--- config.mk ---
export PLATFORM = sky130hd
export DESIGN_NAME = adder_seq_ctrl
export DESIGN_NICKNAME = d
export VERILOG_FILES = /design/src/rtl/adder_seq_ctrl.sv
export SDC_FILE = /design/constraint.sdc
export NUM_CORES = 1
export LEC_CHECK = 0
export ABC_AREA = 1
export BUFFER_PORTS_ARGS = -buffer_cell sky130_fd_sc_hd__buf_2
export CORE_MARGIN = 4
export CORE_UTILIZATION = 61
export CTS_BUF_LIST = sky130_fd_sc_hd__clkbuf_4 sky130_fd_sc_hd__clkbuf_8
export DETAILED_ROUTE_END_ITERATION = 12
export HOLD_SLACK_MARGIN = 0.05
export PLACE_DENSITY = 0.95
export SYNTH_ARGS = -nofsm -noshare
export SYNTH_HDL_FRONTEND = slang
export SYNTH_SLANG_ARGS = --single-unit
--- constraint.sdc ---
create_clock -name CLK -period 3.5 [get_ports CLK]
set_input_delay 0.7 -clock CLK [delete_from_list [all_inputs] [get_ports CLK]]
set_output_delay 0.7 -clock CLK [all_outputs]
set_load 0.1 [all_outputs]
--- src/rtl/adder_seq_ctrl.sv ---
// Serial adder controller: streams two WIDTH-bit operands through one shared
// 2-bit ripple slice, low pair first, and registers {Cout, Sum} at the end.
module adder_seq_ctrl #(
    parameter int WIDTH = 8
) (
    input  logic             CLK,
    input  logic             RST,
    input  logic             Start,
    input  logic [WIDTH-1:0] A,
    input  logic [WIDTH-1:0] B,
    input  logic             Cin,
    output logic             Busy,
    output logic             Done,
    output logic [WIDTH-1:0] Sum,
    output logic             Cout,
    output logic [1:0]       dbg_state
);

    localparam int PAIRS = WIDTH / 2;
    localparam int CW    = (PAIRS > 1) ? $clog2(PAIRS) : 1;
    localparam logic [CW-1:0] LAST_CNT = CW'(PAIRS - 1);

    if ((WIDTH % 2) != 0 || WIDTH < 2) begin : g_bad_width
        $error("adder_seq_ctrl: WIDTH must be even and at least 2");
    end

    // Handshake: Start is sampled only while Busy=0; a sampled Start captures
    // A/B/Cin and raises Busy on the next cycle. Done pulses for one cycle with
    // Busy still high, when Sum/Cout are valid; Start while Busy is dropped.
    typedef enum logic [1:0] {
        IDLE = 2'd0,
        RUN  = 2'd1,
        DONE = 2'd2
    } state_t;

    state_t           state;
    state_t           state_next;
    logic [WIDTH-1:0] a_sh;
    logic [WIDTH-1:0] b_sh;
    logic [WIDTH-1:0] acc;
    logic [WIDTH-1:0] acc_next;
    logic             carry;
    logic [CW-1:0]    cnt;
    logic             last_pair;
    logic             s0;
    logic             c0;
    logic             s1;
    logic             c1;

    // Shared 2-bit ripple slice.
    always_comb begin
        s0 = a_sh[0] ^ b_sh[0] ^ carry;
        c0 = (a_sh[0] & b_sh[0]) | (a_sh[0] & carry) | (b_sh[0] & carry);
        s1 = a_sh[1] ^ b_sh[1] ^ c0;
        c1 = (a_sh[1] & b_sh[1]) | (a_sh[1] & c0) | (b_sh[1] & c0);
        // New pair enters at the top; works for WIDTH=2 where acc is fully replaced.
        acc_next  = WIDTH'({s1, s0, acc} >> 2);
        last_pair = (cnt == LAST_CNT);
    end

    always_comb begin
        state_next = state;
        case (state)
            IDLE:    if (Start) state_next = RUN;
            RUN:     if (last_pair) state_next = DONE;
            DONE:    state_next = IDLE;
            default: state_next = IDLE;
        endcase
    end

    always_ff @(posedge CLK) begin
        if (RST) begin
            state <= IDLE;
        end else begin
            state <= state_next;
        end
    end

    always_ff @(posedge CLK) begin
        if (RST) begin
            a_sh  <= '0;
            b_sh  <= '0;
            acc   <= '0;
            carry <= 1'b0;
            cnt   <= '0;
            Sum   <= '0;
            Cout  <= 1'b0;
        end else begin
            case (state)
                IDLE: begin
                    if (Start) begin
                        a_sh  <= A;
                        b_sh  <= B;
                        carry <= Cin;
                        cnt   <= '0;
                        acc   <= '0;
                    end
                end
                RUN: begin
                    a_sh  <= a_sh >> 2;
                    b_sh  <= b_sh >> 2;
                    acc   <= acc_next;
                    carry <= c1;
                    // Counter parks on the last pair rather than wrapping.
                    if (!last_pair) begin
                        cnt <= cnt + CW'(1);
                    end
                    if (last_pair) begin
                        Sum  <= acc_next;
                        Cout <= c1;
                    end
                end
                default: ;
            endcase
        end
    end

    assign Busy      = (state != IDLE);
    assign Done      = (state == DONE);
    assign dbg_state = state;

endmodule

==> results by group <==
Status
  • Status: finished clean

Pwr
  • Net Sw Power: 236 uW
  • Leakage power: 1.00 nW
  • Sequential Power Share: about half
  • Power Density: around 460 mW/mm^2
  • VDD IR max: 372 uV
  • Combinational Power Share: 13.4%
  • Net Sw Frac: roughly a quarter
  • Clk pwr share: 36.9%
  • Internal power: ~660 uW

Final layout
  • Fillers: 231
  • Util after Layout: 71.0%
  • Final net count: around 300
  • Design area: about 0.002 sq mm
  • Post-Layout Cell Count: 306
  • Layout area overhead: 12.1%
  • ANT cells: 0
  • Layout cells sized above 1: between 20% and 30%

Clock network
  • CTS tree: done
  • Cts repair resizes: 0
  • Worst-skew pair later-pin latency: ~350 ps
  • Clk sinks: 36
  • CTS buffer count: 5
  • Post-CTS Hold Buffers: 0
  • H-Tree Level Count: 2
  • Maximum clock path buffer count: 2
  • Setup Buffers After CTS: 0
  • CTS clk-pin slew, worst paths: 110 ps
  • Root Buffer: clkbuf_4

Setup path
  • CP peak stage delay: approximately 800 ps
  • Reg-to-Reg End: Sum[6]
  • CP Launch Point: dbg_state[0]
  • Levels on crit path: 3
  • CP startpoint kind: flip-flop
  • Top Family by Delay on Critical Path: flip-flops
  • Required @ worst endpoint: 2800 ps
  • Crit path buf inv count: 2
  • Register-to-Register Setup Slack: 1620 ps
  • Slowest stage cell, crit path: dfxtp_1
  • CP Capture Point: Busy
  • Crit path cell chain: nor2_1 -> inv_1 -> buf_2
  • Worst r2r src: dbg_state[0]
  • Arrival @ worst endpoint: 1920 ps
  • Setup CP Type: reg -> out
  • R2R depth: 6
  • Crit Path Max Fanout: 21
  • Setup crit end kind: output port

Route
  • Drt wl/cell: 10.4 um
  • DRT antenna net count: 0
  • Post-Route WL: 3180 um
  • Wl on met1: 1420 um
  • Met3 wire len: 173 um
  • Via density: roughly 4.8
  • # DRC: 0
  • First-pass DRT Iterations: 4
  • Iteration-0 DRC Markers: 39
  • Routed vias: 1,475
  • Met2 wire length: 1520 um
  • Top sig layer: met4

GRT
  • Largest net degree at the start of global routing: 37
  • Initial antenna violation count: 0
  • First-pass GRT wire length: 5440 um
  • GRT overflow: 0
  • Vias in the first global route: 1,353
  • Global Route Usage Sum: around 20%

Worst hold path
  • Hold Path Stages: 2
  • Min-Delay Path Class: reg -> reg

Synth
  • Post-synthesis cell area: 0.00173 sq mm
  • Synth Flop Type: dfxtp_1
  • Syn_area_per_cell: 7.04 sq um
  • Top cells by count, synth: 82 x nand2_1, 36 x dfxtp_1, 36 x nor2_1
  • Top area cells in the synthesized netlist: dfxtp_1 42%, nand2_1 18%, nor2_1 7.8%
  • Most numerous cell in the Yosys netlist: nand2_1
  • Seq/Total Area, Yosys: about two fifths
  • Asr flop ratio synth: 0%
  • Library cells used by synthesis: 21
  • Syn Inst Count: 246
  • EDFF count, synth: 0
  • Synth Warn #: 0
  • Largest area contributor in the netlist: dfxtp_1
  • Yosys reg bits: 36
  • Synth top area share: 41.6%
  • Syn_nets: between 200 and 300

Floorplan
  • # IOs: 33
  • Starting Density: a little under two thirds
  • Die footprint: 0.00376 sq mm
  • # rows: 19
  • Die H: slightly above 60 um
  • Core area: 0.00273 sq mm
  • Chip width: about 61 um

Timing
  • Min cycle time layout: roughly 2600 ps
  • Worst Tran Pin Value: 940 ps
  • Setup violations, final: 0
  • Setup_tns: 0 ps
  • Rel. slew slack: 37.1%
  • FMAX: 381 MHz
  • Fin. Hold Viols: 0
  • RSZ-0062 raised after global routing: no
  • Max Slew Vio Count: 0
  • Clk_skew: approximately 4.8 ps
  • Final period util: 74.9%

Placement
  • HPWL after DPL: 2220 um
  • Post-Place Cells: 298
  • I/O Buffers: 32
  • Placer Congestion: around 0.79
  • Dpl cell area: 0.00185 sq mm

Job
  • Max-cap violations: 0
-- cell families after synthesis --
group | count (synthesis) | synth area share (%)
AOI/OAI and AO/OA | 12 | 6.29
adders and majority gates | 3 | 3.03
buffers and inverters | 37 | 10.5
DFF | 36 | 41.6
and+or+nand+nor | 158 | 38.6
-- layer usage --
| metal | track usage (%) | vias to the layer above |
|---|---|---|
| met4 | 7.43 | 0 |
| met1 | 21.8 | 639 |
| met3 | 6.92 | 7 |
| met5 | 0 | - |
| li1 | - | 798 |
| met2 | 35.2 | 31 |
-- registers in the layout, indices dropped and copies added, names as in the netlist --
register,cells
cnt,2
Cout,1
dbg_state,2
Sum,8
b_sh,8
a_sh,8
acc,6
carry,1
-- worst min-delay path by stage --
stage,endpoint,startpoint
after floorplan,b_sh[6],b_sh[6]
after global placement,acc[3],acc[3]
after detailed placement,acc[3],acc[3]
after CTS,Sum[5],Sum[5]
after global routing,b_sh[6],b_sh[6]
final,Sum[2],Sum[2]
-- worst register-to-register path, cell delays in order (launching register included) --
cell     delay, ps
dfxtp_1        820
inv_1          170
nor2_4         200
nand2_2        180
nor2_2         300
nand2_1        100
nand2_1         70
-- power groups by stage --
stage               combinational (mW)  sequential (mW)  clock (mW)
floorplan                       0.0979            0.457           0
global placement                 0.118            0.454           0
detailed placement               0.121            0.456           0
CTS                              0.121            0.446       0.331
global route                     0.137            0.450       0.354
finish                           0.120            0.446       0.331
-- cells in the final DEF, fill, tap and decap left out, drive strengths merged --
master,n
nand3,25
clkbuf,7
nand3b,1
buf,32
ha,1
inv,26
nor2,38
fa,2
nand2,94
dfxtp,36
a21oi,11
bufinv,1
o21ai,1
-- stage by stage --
stage                     power [mW]  worst slack, ps  hold slack (ps)
after floorplan                0.554             54.0              439
after global placement         0.572             1330              456
after detailed placement       0.576             1270              460
after CTS                      0.899              886              478
after global routing           0.941              685              489
final                          0.897              877              474
-- final cells by class --
class / instances / area [sq um] / area share (%)
clock buffer: 7 / 65.1 / 3.35
clock inverter: 1 / 30.0 / 1.55
timing repair buffer: 32 / 160 / 8.25
sequential: 36 / 721 / 37.1
tap: 31 / 38.8 / 2.00
inverter: 26 / 97.6 / 5.03
multi-input combinational: 173 / 830 / 42.7
No activity file was read; power rests on OpenSTA's default activity.
